[config.mk]
export PLATFORM = sky130hd
export DESIGN_NAME = digit_scan_mux
export DESIGN_NICKNAME = d
export VERILOG_FILES = /design/src/rtl/digit_scan_mux_pkg.sv /design/src/rtl/digit_scan_mux_tick_gen.sv /design/src/rtl/digit_scan_mux.sv
export SDC_FILE = /design/constraint.sdc
export NUM_CORES = 1
export LEC_CHECK = 0
export CAP_MARGIN = 0
export CORE_MARGIN = 1.5
export CORE_UTILIZATION = 55
export CTS_BUF_LIST = sky130_fd_sc_hd__clkbuf_4
export DETAILED_ROUTE_END_ITERATION = 16
export PLACE_DENSITY = 0.82
export SLEW_MARGIN = 5
export SYNTH_ARGS = -nofsm -noshare
export SYNTH_HDL_FRONTEND = slang
export SYNTH_SLANG_ARGS = --single-unit
[constraint.sdc]
create_clock -name clk -period 3.28 [get_ports clk]
set_input_delay 0.82 -clock clk [delete_from_list [all_inputs] [get_ports clk]]
set_output_delay 0.82 -clock clk [all_outputs]
set_load 0.02 [all_outputs]
[src/rtl/digit_scan_mux_pkg.sv]
// Shared constants, digit-index type and anode/blanking helpers for the scan mux.
package digit_scan_mux_pkg;

  localparam int DIGITS = 4;

  typedef logic [1:0] digit_idx_t;

  function automatic logic [DIGITS-1:0] an_onehot_low(input digit_idx_t idx);
    return ~(DIGITS'(1) << idx);
  endfunction

  // Digit 0 always shows; higher digits blank when they and everything above are zero.
  function automatic logic lz_blank(input logic [15:0] disp, input digit_idx_t idx);
    return (idx != 2'd0) && ((disp >> {idx, 2'b00}) == 16'h0000);
  endfunction

endpackage

[src/rtl/digit_scan_mux_tick_gen.sv]
// Prescaler: counts 0..CLK_DIV-1 and flags the last count as the slot tick.
module scan_tick_gen #(
  parameter int CLK_DIV = 100000
) (
  input  logic clk,
  input  logic rst_n,
  output logic tick
);

  localparam int CW = (CLK_DIV > 1) ? $clog2(CLK_DIV) : 1;

  logic [CW-1:0] count_q;
  logic [CW-1:0] count_d;

  assign tick = (count_q == CW'(CLK_DIV - 1));

  always_comb begin
    count_d = tick ? '0 : count_q + CW'(1);
  end

  always_ff @(posedge clk) begin
    if (!rst_n) begin
      count_q <= '0;
    end else begin
      count_q <= count_d;
    end
  end

endmodule

[src/rtl/digit_scan_mux.sv]
// Four-digit time-multiplexed display driver; new values take effect only at frame
// boundaries, and all display outputs are registered one cycle behind the digit index.
module digit_scan_mux
  import digit_scan_mux_pkg::*;
#(
  parameter int CLK_DIV    = 100000,
  parameter int NUM_DIGITS = 4
) (
  input  logic        clk,
  input  logic        rst_n,
  input  logic [15:0] value,
  input  logic [3:0]  dp_in,
  input  logic        load,
  input  logic        blank_lz,
  output logic        load_ack,
  output logic [3:0]  bin,
  output logic [3:0]  an,
  output logic        dp
);

  if (NUM_DIGITS != DIGITS) begin : g_bad_num_digits
    $error("digit_scan_mux supports exactly four digits");
  end

  logic        tick;
  logic        frame;
  logic        blank;

  digit_idx_t  idx_q, idx_d;
  logic [15:0] disp_q, disp_d;
  logic [3:0]  dpr_q, dpr_d;
  logic [15:0] pend_q, pend_d;
  logic [3:0]  pdp_q, pdp_d;
  logic        pend_vld_q, pend_vld_d;
  logic        ack_q, ack_d;
  logic [3:0]  bin_q, bin_d;
  logic [3:0]  an_q, an_d;
  logic        dp_q, dp_d;

  scan_tick_gen #(.CLK_DIV(CLK_DIV)) u_tick (
    .clk   (clk),
    .rst_n (rst_n),
    .tick  (tick)
  );

  assign frame = tick && (idx_q == 2'd3);
  assign blank = blank_lz && lz_blank(disp_q, idx_q);

  always_comb begin
    idx_d      = tick ? idx_q + 2'd1 : idx_q;
    disp_d     = disp_q;
    dpr_d      = dpr_q;
    pend_d     = pend_q;
    pdp_d      = pdp_q;
    pend_vld_d = pend_vld_q;
    ack_d      = 1'b0;

    // A load landing on the boundary bypasses the pending register entirely.
    if (frame) begin
      if (load) begin
        disp_d     = value;
        dpr_d      = dp_in;
        pend_vld_d = 1'b0;
        ack_d      = 1'b1;
      end else if (pend_vld_q) begin
        disp_d     = pend_q;
        dpr_d      = pdp_q;
        pend_vld_d = 1'b0;
        ack_d      = 1'b1;
      end
    end else if (load) begin
      pend_d     = value;
      pdp_d      = dp_in;
      pend_vld_d = 1'b1;
    end

    if (blank) begin
      an_d  = 4'b1111;
      bin_d = 4'h0;
      dp_d  = 1'b1;
    end else begin
      an_d  = an_onehot_low(idx_q);
      bin_d = disp_q[{idx_q, 2'b00} +: 4];
      dp_d  = ~dpr_q[idx_q];
    end
  end

  always_ff @(posedge clk) begin
    if (!rst_n) begin
      idx_q      <= 2'd0;
      disp_q     <= 16'h0000;
      dpr_q      <= 4'h0;
      pend_q     <= 16'h0000;
      pdp_q      <= 4'h0;
      pend_vld_q <= 1'b0;
      ack_q      <= 1'b0;
      bin_q      <= 4'h0;
      an_q       <= 4'b1111;
      dp_q       <= 1'b1;
    end else begin
      idx_q      <= idx_d;
      disp_q     <= disp_d;
      dpr_q      <= dpr_d;
      pend_q     <= pend_d;
      pdp_q      <= pdp_d;
      pend_vld_q <= pend_vld_d;
      ack_q      <= ack_d;
      bin_q      <= bin_d;
      an_q       <= an_d;
      dp_q       <= dp_d;
    end
  end

  assign load_ack = ack_q;
  assign bin      = bin_q;
  assign an       = an_q;
  assign dp       = dp_q;

endmodule

== After elaboration in Yosys (flattened, before gate mapping) ==
Cells that the tools add are included.

* Bits of input ports: 24
* Bits in registers: 70
* Logic and storage cells: 43

* Reduce and logical (&&, ||, !) cells: 12
* Eq/ne operators: 2
* Bitwise operators: 4
* $add $sub $neg: 2
* Magnitude comparators: 1
* Shift-type cells: 3
* Multiplexer cells: 8

{| class="wikitable"
|+ Operator list
! cell !! number
|-
| 16-bit 2-to-1 mux || 2
|-
| 17-bit by 1-bit adder with 17-bit output, second input constant || 1
|-
| 17-bit equality test, second input constant || 1
|-
| 16-bit logical NOT || 1
|-
| 16-bit by 5-bit variable part select with 4-bit output || 1
|-
| 16-bit by 4-bit >> shifter with 16-bit output || 1
|-
| 4-bit 2-to-1 mux || 2
|-
| 2-bit AND reduction || 3
|-
| 2-bit OR reduction || 3
|-
| 4-bit NOT || 1
|-
| 2-bit nonzero test || 2
|-
| 1-bit by 2-bit << shifter with 4-bit output, first input constant || 1
|-
| 1-bit logical AND || 3
|-
| 2-bit by 3-bit less-than comparator with 1-bit output, second input constant || 1
|-
| 1-bit 2-to-1 mux || 3
|-
| 1-bit NOT || 3
|-
| 2-bit by 1-bit adder with 2-bit output, second input constant || 1
|-
| 1-bit binary-select mux with 2-bit select || 1
|-
| 2-bit equality test, second input constant || 1
|}

== Depth between registers and ports, before layout ==
Gate-level depths: netlist (run 1).

* Depth in word-level cells: 5
* Gate-level depth with buffers: 8
* Gate-level depth less buffers: 6

== By module ==
From an unflattened synthesis (run 1), not the netlist that was laid out.

* Cells, all modules: 319
* Area, all modules: 3,069.2 µm²

{| class="wikitable"
|+ By module, submodules not included
! module !! instances !! area an instance (µm²) !! seq. area each (µm²) !! cells each
|-
| digit_scan_mux || 1 || 2,280.9 || 1,061.0 || 232
|-
| scan_tick_gen || 1 || 788.3 || 340.3 || 87
|}

== Worst setup path after synthesis (run 1) ==
OpenSTA, ideal clock, no wires.

* Kind: input to register
* From: input port load
* To: register disp_q[12]
* Library setup time: 0.121 ns
* Arrival: 1.882 ns
* Cell stages on the path: 5
* Buffers on the path: 2
* Data required time: 3.159 ns
* Setup slack: 1.277 ns
* Path through: clkbuf_1 -> clkbuf_1 -> mux2_2 -> nand2_1 -> mux2i_1

* Cells in the longest elaborated chain, start to end: 2
* Elaborated cells between the ends (all ways): 3
* Classes of those cells: 1 x mux; 2 x reduce/logical

{| class="wikitable"
|+ RTL lines
! what !! RTL line !! text
|-
| from (decl) || digit_scan_mux.sv:13 || <nowiki>input logic load,</nowiki>
|-
| 2-bit nonzero test (no line) || -- ||
|-
| 2-bit AND reduction (no line) || -- ||
|-
| to (signal assigned) || digit_scan_mux.sv:102 || <nowiki>disp_q <= disp_d;</nowiki>
|-
| to (decl) || digit_scan_mux.sv:30 || <nowiki>logic [15:0] disp_q, disp_d;</nowiki>
|}

Parallel ways exist; a longest one is shown, timed or not.
A chain may end at the register's enable or synchronous reset.

== Final worst setup path (run 1) ==
* From: register idx_q[0]
* To: register disp_q[4]

* Cells in the longest elaborated chain, start to end: 3

{| class="wikitable"
|+ RTL lines
! what !! RTL line !! text
|-
| from (decl) || digit_scan_mux.sv:29 || <nowiki>digit_idx_t idx_q, idx_d;</nowiki>
|-
| from (signal assigned) || digit_scan_mux.sv:101 || <nowiki>idx_q <= idx_d;</nowiki>
|-
| 2-bit equality test || digit_scan_mux.sv:46 || <nowiki>assign frame = tick && (idx_q == 2'd3);</nowiki>
|-
| 1-bit logical AND || digit_scan_mux.sv:46 ||
|-
| 2-bit AND reduction (no line) || -- ||
|}

Every way passes these cells.

==> results.sh, run 1 <==
export IMPL_ys_types=40
export IMPL_synth_edf_count=0
export IMPL_end_kind="flip-flop"
export IMPL_route_met2_wl_microns=4030
export IMPL_fin_skew_ns=0.0131
export IMPL_r2r_start="idx_q[0]$_SDFFE_PN0P_"
export IMPL_drtIter0Drc=266
export IMPL_dr_pass1_iters=11
export IMPL_min_path_cells=2
export IMPL_wl_per_cell_microns=16.3
export IMPL_slew_headroom=0.385
export IMPL_dieHeight_microns=85.4
export IMPL_grt_pass1_vias=3041
export IMPL_crit_path_max_incr_delay_ns=0.67
export IMPL_wirelength_microns=8470
export IMPL_synth_largest_area_cell="dfxtp_1"
export IMPL_multi_input_area_sq_um=2140
export IMPL_setup_ws_ns=1.06
export IMPL_synth_cells=426
export IMPL_min_delay_start="disp_q[1]$_SDFFE_PN0P_"
export IMPL_p_sw_w=0.000418
export IMPL_ys_seq_elements=70
export IMPL_fin_crit_sh=0.678
export IMPL_antenna_found_initial=0
export IMPL_num_fill_cells=529
export IMPL_initial_core_util=0.578
export IMPL_p_seq_frac=0.556
export IMPL_rrSetupSlack_ns=1.06
export IMPL_root_buffer="clkbuf_4"
export IMPL_holdWs_ns=0.463
export IMPL_dpl_hpwl_microns=5570
export IMPL_status="complete, but fails checks"
export IMPL_place_congestion=0.925
export IMPL_setup_violations=0
export IMPL_min_to="disp_q[1]$_SDFFE_PN0P_"
export IMPL_tritoncts="done"
export IMPL_clkSlewWorstSetupHoldPaths_ns=0.11
export IMPL_cts_htree_levels=3
export IMPL_finalHoldViolCount=0
export IMPL_fin_crit_ns=2.22
export IMPL_nets=467
export IMPL_synthArstFlopShare=0
export IMPL_cts_resized=0
export IMPL_avgSynthCellArea_sq_um=8.76
export IMPL_cap_viol_max_count=0
export IMPL_grt_start_max_net_pins=68
export IMPL_syn_area_sq_um=3730
export IMPL_synth_nets=455
export IMPL_worst_pin_slew_ns=0.922
export IMPL_drv_slew=0
export IMPL_arrival_ns=2.58
export IMPL_top_level_ports=34
export IMPL_vias_per_cell=6.32
export IMPL_r2r_cells=5
export IMPL_pre_cts_ws_ns=1.06
export IMPL_hold_class="reg -> reg"
export IMPL_grt_setup_unrepaired="false"
export IMPL_wl_met1_microns=3820
export IMPL_path_max_fanout=14
export IMPL_synth_seq_area_share=0.375
export IMPL_diodes=0
export IMPL_numCtsBuffers=9
export IMPL_clock_sinks=70
export IMPL_synthToLayoutAreaGrowth_pct=12.8
export IMPL_port_buffer_count=33
export IMPL_grt_usage=0.251
export IMPL_dieArea_sq_um=7290
export IMPL_cp_cell_sequence="ha_1 -> o21ai_0 -> nor3_2 -> buf_4 -> mux2i_1"
export IMPL_drive_gt1_frac=0.115
export IMPL_highest_layer="met4"
export IMPL_clockBufferDepth=2
export IMPL_die_w_microns=85.4
export IMPL_antenna_left=0
export IMPL_grt_pass1_wl_microns=14500
export IMPL_insertion_delay_ns=0.43
export IMPL_ys_flop_type="dfxtp_1"
export IMPL_slowest_stage="dfxtp_1"
export IMPL_p_clk_frac=0.344
export IMPL_required_ns=3.64
export IMPL_post_cts_buffers=0
export IMPL_cts_hold_buf=0
export IMPL_synth_area_leaders="dfxtp_1 (38%), nand3_1 (7.0%), mux2_2 (6.0%), mux2i_1 (5.4%), nand2_1 (5.2%)"
export IMPL_dp_cells=504
export IMPL_gr_total_overflow=0
export IMPL_drcViolationCount=1
export IMPL_comb_power_share=0.100
export IMPL_instances_no_fill=520
export IMPL_p_per_area_nw_per_um2=384
export IMPL_utilization=0.652
export IMPL_wl_met3_microns=461
export IMPL_core_area_sq_um=6460
export IMPL_cp_start_kind="flip-flop"
export IMPL_total_leakage_power_nw=1.52
export IMPL_peakVddDrop_mv=0.329
export IMPL_intPower_w=0.00120
export IMPL_yosysWarnings=0
export IMPL_layout_area_seq_sq_um=1400
export IMPL_violations="DRC"
export IMPL_path_class="reg -> reg"
export IMPL_fmax_ghz=0.450
export IMPL_r2r_end="disp_q[4]$_SDFFE_PN0P_"
export IMPL_switching_share=0.259
export IMPL_tns_ns=0
export IMPL_std_cell_rows=29
export IMPL_vias=3287
export IMPL_synth_top_area_share=0.375
-- power groups by stage --
stage,combinational (W),clock [W],sequential [W]
4_1_cts,0.000161,0.000570,0.000898
3_5_place_dp,0.000160,0,0.000917
2_1_floorplan,0.000103,0,0.000912
5_1_grt,0.000176,0.000602,0.000903
3_3_place_gp,0.000155,0,0.000916
6_report,0.000161,0.000556,0.000899
-- routing by layer --
metal / vias to the layer above / global-route usage
li1: 1596 / -
met1: 1572 / 0.325
met2: 104 / 0.400
met3: 15 / 0.0584
met4: 0 / 0.111
met5: - / 0
-- critical path, delay by kind of cell (launching register included) --
kind                       cells  cell delay (ns)
DFF                            1             0.67
adders and majority gates      1             0.59
buffers and inverters          1             0.28
muxes                          1             0.22
AOI/OAI and AO/OA              1             0.21
and+or+nand+nor                1             0.18
-- layout by cell type, fill, tap and decap left out, types with 3 or more instances in the layout --
| master | synthesis | final |
|---|---|---|
| o2111ai_1 | 20 | 20 |
| buf_4 | 2 | 8 |
| mux2_2 | 20 | 20 |
| xnor2_1 | 5 | 5 |
| dfxtp_1 | 70 | 70 |
| nor2_1 | 17 | 17 |
| nand3_1 | 52 | 52 |
| ha_1 | 5 | 5 |
| inv_1 | 3 | 3 |
| mux2i_1 | 20 | 20 |
| and4_1 | 4 | 4 |
| nor4_1 | 5 | 5 |
| xor2_1 | 8 | 8 |
| nand2_1 | 52 | 52 |
| and3_1 | 22 | 22 |
| mux4_1 | 3 | 3 |
| nand3b_1 | 20 | 20 |
| o21ai_0 | 3 | 3 |
| and2_1 | 4 | 4 |
| clkbuf_4 | 0 | 10 |
| nand4_1 | 25 | 25 |
| clkdlybuf4s50_1 | 0 | 31 |
| nor3_1 | 4 | 3 |
-- kinds of logic (layout without fill, tap and decap cells) --
kind of cell,after synthesis,after routing,share of synthesized area
and+or+nand+nor,215,215,0.308
DFF,70,70,0.375
muxes,45,45,0.147
buffers and inverters,45,62,0.0513
AOI/OAI and AO/OA,33,33,0.0707
xor gates and xnor gates,13,13,0.0305
adders and majority gates,5,5,0.0168
-- cell usage after synthesis (5+ instances only) --
master and count:
mux2i_1 20, nor2_1 17, dfxtp_1 70, nand3_1 52
xnor2_1 5, buf_2 6, ha_1 5, and3_1 22
nand4_1 25, nand3b_1 20, clkbuf_1 33, nand2_1 52
o2111ai_1 20, mux2_2 20, nor4_1 5, xor2_1 8
-- final cells by class --
class,count,area share
timing repair buffer,43,0.0998
clock buffer,10,0.0178
multi-input combinational,311,0.509
clock inverter,6,0.0149
tap,77,0.0229
sequential,70,0.333
inverter,3,0.00267
-- worst max-delay path by stage --
stage,from,endpoint,slack (ns),cells after the start
final,idx_q[0]$_SDFFE_PN0P_,disp_q[4]$_SDFFE_PN0P_,1.06,5
after global routing,idx_q[0]$_SDFFE_PN0P_,disp_q[4]$_SDFFE_PN0P_,0.89,5
after CTS,idx_q[0]$_SDFFE_PN0P_,disp_q[4]$_SDFFE_PN0P_,1.06,5
after floorplan,load,disp_q[12]$_SDFFE_PN0P_,1.28,5
after global placement,idx_q[0]$_SDFFE_PN0P_,dpr_q[0]$_SDFFE_PN0P_,1.16,5
after detailed placement,idx_q[0]$_SDFFE_PN0P_,disp_q[3]$_SDFFE_PN0P_,1.06,5
-- flip-flops by register name (all words and copies together), names as in the netlist --
signal / cells
pend_q: 16
pend_vld_q: 1
dpr_q: 4
load_ack: 1
pdp_q: 4
u_tick.count_q: 17
an: 4
bin: 4
dp: 1
disp_q: 16
idx_q: 2
-- through the flow --
step,cell area (sq um),total power [W]
finish,4210,0.00162
global route,4210,0.00168
CTS,4210,0.00163
detailed placement,4070,0.00108
global placement,4070,0.00107
floorplan,3730,0.00101
Note: power is estimated with default switching activity, not from simulation.
==> run 2: changes to the inputs <==
- clock period: 3.28 -> 2.3 ns (I/O delays scaled with it)
==> results.sh, run 2 (synthesis results as in run 1) <==
export IMPL_drtIter0Drc=216
export IMPL_vias=3266
export IMPL_path_max_fanout=12
export IMPL_wl_met1_microns=3790
export IMPL_initial_core_util=0.578
export IMPL_dr_pass1_iters=10
export IMPL_utilization=0.660
export IMPL_critPathTopFamily="flip-flops"
export IMPL_end_kind="flip-flop"
export IMPL_grt_setup_unrepaired="false"
export IMPL_fin_crit_sh=0.870
export IMPL_drv_slew=0
export IMPL_vias_per_cell=6.23
export IMPL_drcViolationCount=1
export IMPL_largest_reg_flops=17
export IMPL_p_seq_frac=0.537
export IMPL_holdWs_ns=0.471
export IMPL_intPower_w=0.00180
export IMPL_top_level_ports=34
export IMPL_slew_headroom=0.581
export IMPL_antenna_found_initial=0
export IMPL_route_met2_wl_microns=4020
export IMPL_gr_total_overflow=0
export IMPL_setup_violations=0
export IMPL_p_per_area_nw_per_um2=559
export IMPL_slowest_stage="dfxtp_1"
export IMPL_comb_power_share=0.097
export IMPL_final_cell_area_sq_um=4260
export IMPL_nets=471
export IMPL_place_area_sq_um=4100
export IMPL_wl_met3_microns=421
export IMPL_finalHoldViolCount=0
export IMPL_grt_usage=0.245
export IMPL_antenna_left=0
export IMPL_worstPathBufferInverterCount=0
export IMPL_std_cell_rows=29
export IMPL_switching_share=0.243
export IMPL_tritoncts="done"
export IMPL_fin_skew_ns=0.00996
export IMPL_dp_cells=508
export IMPL_wl_per_cell_microns=16.0
export IMPL_p_sw_w=0.000578
export IMPL_arrival_ns=2.36
export IMPL_dieHeight_microns=85.4
export IMPL_synthToLayoutAreaGrowth_pct=14.1
export IMPL_cp_start_kind="flip-flop"
export IMPL_place_congestion=0.844
export IMPL_top_regs="u_tick.count_q x17, disp_q x16, pend_q x16"
export IMPL_peakVddDrop_mv=0.387
export IMPL_final_common_cell="dfxtp_1"
export IMPL_drive_gt1_frac=0.125
export IMPL_cp_cell_sequence="mux4_2 -> or2_1 -> a2111o_1 -> nand3_1"
export IMPL_top_register="u_tick.count_q"
export IMPL_crit_path_max_incr_delay_ns=0.66
export IMPL_total_leakage_power_nw=1.56
export IMPL_violations="DRC"
export IMPL_cts_resized=0
export IMPL_core_area_sq_um=6460
export IMPL_cts_hold_buf=0
export IMPL_status="complete, but fails checks"
export IMPL_tns_ns=0
export IMPL_post_cts_buffers=0
export IMPL_insertion_delay_ns=0.42
export IMPL_fin_crit_ns=2.00
export IMPL_p_clk_frac=0.366
export IMPL_fmax_ghz=0.500
export IMPL_clkSlewWorstSetupHoldPaths_ns=0.11
export IMPL_wirelength_microns=8380
export IMPL_clock_sinks=70
export IMPL_port_buffer_count=33
export IMPL_highest_layer="met4"
export IMPL_worst_pin_slew_ns=0.629
export IMPL_root_buffer="clkbuf_4"
export IMPL_final_cell_mix="dfxtp_1 (70), nand3_1 (52), nand2_1 (52), clkdlybuf4s50_1 (31), nand4_1 (25)"
export IMPL_die_w_microns=85.4
export IMPL_required_ns=2.66
export IMPL_numCtsBuffers=9
export IMPL_clockBufferDepth=2
export IMPL_instances_no_fill=524
export IMPL_cts_htree_levels=3
export IMPL_path_class="reg -> reg"
export IMPL_dpl_hpwl_microns=5600
export IMPL_cap_viol_max_count=0
export IMPL_dieArea_sq_um=7290
export IMPL_grt_start_max_net_pins=75
export IMPL_diodes=0
export IMPL_grt_pass1_vias=3063
export IMPL_hold_class="reg -> reg"
export IMPL_grt_pass1_wl_microns=14300
==> run 2: power groups by stage <==
stage                     Sequential (W)  Clock, W  Combinational, W
after floorplan                  0.00130         0          0.000148
after global placement           0.00130         0          0.000223
after detailed placement         0.00131         0          0.000229
after CTS                        0.00128  0.000892          0.000231
after global routing             0.00128  0.000935          0.000255
final                            0.00128  0.000872          0.000231
==> run 2: worst reg2reg max path, delay by kind of cell (launching register included) <==
kind | cells | cell delay [ns]
flip-flops | 1 | 0.66
multiplexers | 1 | 0.59
AND/OR/NAND/NOR | 2 | 0.36
AO/OA/AOI/OAI | 1 | 0.34
==> run 2: cell type report <==
| class | count | area [sq um] |
|---|---|---|
| Timing Repair Buffer | 47 | 450 |
| Inverter | 3 | 11.3 |
| Sequential cell | 70 | 1400 |
| Fill cell | 512 | 2200 |
| Clock buffer | 9 | 67.6 |
| Multi-Input combinational cell | 311 | 2140 |
| Tap cell | 77 | 96.3 |
| Clock inverter | 7 | 88.8 |
==> run 2: layer usage <==
metal,global-route usage,vias to the layer above
li1,-,1599
met1,0.303,1561
met2,0.417,96
met3,0.0700,10
met4,0.0718,0
met5,0,-
==> run 2: worst paths after layout <==
path / slack (ns) / startpoint / depth (start not counted) / end
worst max-delay path: 0.30 / idx_q[0]$_SDFFE_PN0P_ / 4 / an[3]$_SDFF_PP1_
worst min register to register: 0.47 / dpr_q[2]$_SDFFE_PN0P_ / 2 / dpr_q[2]$_SDFFE_PN0P_
worst max register to register: 0.30 / idx_q[0]$_SDFFE_PN0P_ / 4 / an[3]$_SDFF_PP1_
worst min-delay path: 0.47 / dpr_q[2]$_SDFFE_PN0P_ / 2 / dpr_q[2]$_SDFFE_PN0P_
==> run 2: through the flow <==
stage	total power [W]	setup slack, ns
CTS	0.00240	0.299
global placement	0.00153	0.380
floorplan	0.00145	0.542
finish	0.00238	0.298
detailed placement	0.00154	0.328
global route	0.00248	0.186
==> run 3: changes to the inputs <==
- clock period: 2.3 -> 2 ns (I/O delays scaled with it)
==> results.sh, run 3 (synthesis results as in run 1) <==
export IMPL_crit_start="bin[3]$_SDFF_PP0_"
export IMPL_clock_sinks=70
export IMPL_final_cell_mix="dfxtp_1 (70), nand3_1 (52), nand2_1 (52), clkdlybuf4s50_1 (31), nand4_1 (25)"
export IMPL_r2r_cells=4
export IMPL_fin_crit_sh=0.907
export IMPL_top_register="u_tick.count_q"
export IMPL_cts_hold_buf=0
export IMPL_nets=480
export IMPL_dr_pass1_iters=10
export IMPL_path_class="reg -> out"
export IMPL_arrival_ns=1.31
export IMPL_synthToLayoutAreaGrowth_pct=15.2
export IMPL_insertion_delay_ns=0.40
export IMPL_critPathTopFamily="buffers and inverters"
export IMPL_r2r_end="an[1]$_SDFF_PP1_"
export IMPL_layout_area_seq_sq_um=1400
export IMPL_hold_class="reg -> reg"
export IMPL_finalPower_w=0.00261
export IMPL_drcViolationCount=1
export IMPL_place_congestion=0.878
export IMPL_root_buffer="clkbuf_4"
export IMPL_multi_input_area_sq_um=2140
export IMPL_setup_ws_ns=0.186
export IMPL_slowest_stage="clkdlybuf4s50_1"
export IMPL_wl_per_cell_microns=15.6
export IMPL_final_common_cell="dfxtp_1"
export IMPL_cp_cell_sequence="clkdlybuf4s50_1"
export IMPL_rrSetupSlack_ns=0.24
export IMPL_setup_violations=0
export IMPL_dieArea_sq_um=7290
export IMPL_path_max_fanout=1
export IMPL_p_per_area_nw_per_um2=608
export IMPL_clkSlewWorstSetupHoldPaths_ns=0.10
export IMPL_die_w_microns=85.4
export IMPL_grt_start_max_net_pins=41
export IMPL_grt_setup_unrepaired="false"
export IMPL_tns_ns=0
export IMPL_violations="DRC"
export IMPL_cts_resized=0
export IMPL_post_cts_buffers=0
export IMPL_port_buffer_count=33
export IMPL_initial_core_util=0.578
export IMPL_largest_reg_flops=17
export IMPL_std_cell_rows=29
export IMPL_wirelength_microns=8300
export IMPL_diodes=0
export IMPL_top_regs="u_tick.count_q x17, disp_q x16, pend_q x16"
export IMPL_wl_met1_microns=3980
export IMPL_grt_pass1_wl_microns=13900
export IMPL_status="complete, but fails checks"
export IMPL_numCtsBuffers=9
export IMPL_crit_path_max_incr_delay_ns=0.59
export IMPL_cp_start_kind="flip-flop"
export IMPL_crit_cells=1
export IMPL_dpl_hpwl_microns=5630
export IMPL_holdWs_ns=0.467
export IMPL_tritoncts="done"
export IMPL_slew_headroom=0.780
export IMPL_cap_viol_max_count=0
export IMPL_fmax_ghz=0.551
export IMPL_endpoint="bin[3]"
export IMPL_route_met2_wl_microns=3820
export IMPL_finalHoldViolCount=0
export IMPL_total_leakage_power_nw=1.59
export IMPL_fin_crit_ns=1.81
export IMPL_vias=3307
export IMPL_wl_met3_microns=366
export IMPL_r2r_start="idx_q[0]$_SDFFE_PN0P_"
export IMPL_antenna_found_initial=0
export IMPL_end_kind="output pin"
export IMPL_antenna_left=0
export IMPL_num_fill_cells=502
export IMPL_vias_per_cell=6.22
export IMPL_drv_slew=0
export IMPL_pre_cts_ws_ns=0.272
export IMPL_highest_layer="met4"
export IMPL_drtIter0Drc=235
export IMPL_top_level_ports=34
export IMPL_cts_htree_levels=3
export IMPL_worst_pin_slew_ns=0.326
export IMPL_gr_total_overflow=0
export IMPL_dieHeight_microns=85.4
export IMPL_drive_gt1_frac=0.138
export IMPL_core_area_sq_um=6460
export IMPL_worstPathBufferInverterCount=1
export IMPL_utilization=0.665
export IMPL_grt_pass1_vias=2974
export IMPL_clockBufferDepth=2
export IMPL_fin_skew_ns=0.0189
export IMPL_peakVddDrop_mv=0.389
export IMPL_required_ns=1.50
export IMPL_grt_usage=0.238
-- run 3: cell types whose count changed in the layout (fill, tap and decap cells not counted), sizes merged --
cell / before / now
buf: 16 / 25
clkinv: 5 / 3
bufinv: 2 / 1
clkbuf: 9 / 10
clkinvlp: 0 / 1
-- run 3: final cells by class --
| cell class | count | area share |
|---|---|---|
| Inverter | 3 | 0.00262 |
| Multi-Input combinational cell | 311 | 0.499 |
| Clock buffer | 10 | 0.0175 |
| Sequential cell | 70 | 0.326 |
| Tap cell | 77 | 0.0224 |
| Timing Repair Buffer | 56 | 0.121 |
| Clock inverter | 5 | 0.0119 |
-- run 3: worst min path at each step --
stage	to	from	slack [ns]	cells after the start
2_1_floorplan	dpr_q[1]$_SDFFE_PN0P_	dpr_q[1]$_SDFFE_PN0P_	0.43	2
3_3_place_gp	u_tick.count_q[0]$_SDFF_PP0_	u_tick.count_q[0]$_SDFF_PP0_	0.44	1
3_5_place_dp	dpr_q[2]$_SDFFE_PN0P_	dpr_q[2]$_SDFFE_PN0P_	0.45	2
4_1_cts	dpr_q[2]$_SDFFE_PN0P_	dpr_q[2]$_SDFFE_PN0P_	0.47	2
5_1_grt	dpr_q[2]$_SDFFE_PN0P_	rst_n	0.48	3
6_report	disp_q[0]$_SDFFE_PN0P_	disp_q[0]$_SDFFE_PN0P_	0.47	2
-- run 3: metrics by stage --
step	instances	instance area [sq um]
floorplan	426	3730
global placement	517	4170
detailed placement	517	4170
CTS	532	4300
global route	532	4300
finish	532	4300
-- run 3: layer usage --
layer | up-vias | track usage
met3 | 11 | 0.0535
met1 | 1579 | 0.320
met4 | 0 | 0.101
li1 | 1622 | -
met5 | - | 0
met2 | 95 | 0.369
-- run 3: where the power goes --
group          switching, W  total (W)  internal [W]
sequential        0.0000328    0.00147       0.00144
combinational      0.000133   0.000275      0.000142
clock              0.000484   0.000865      0.000381
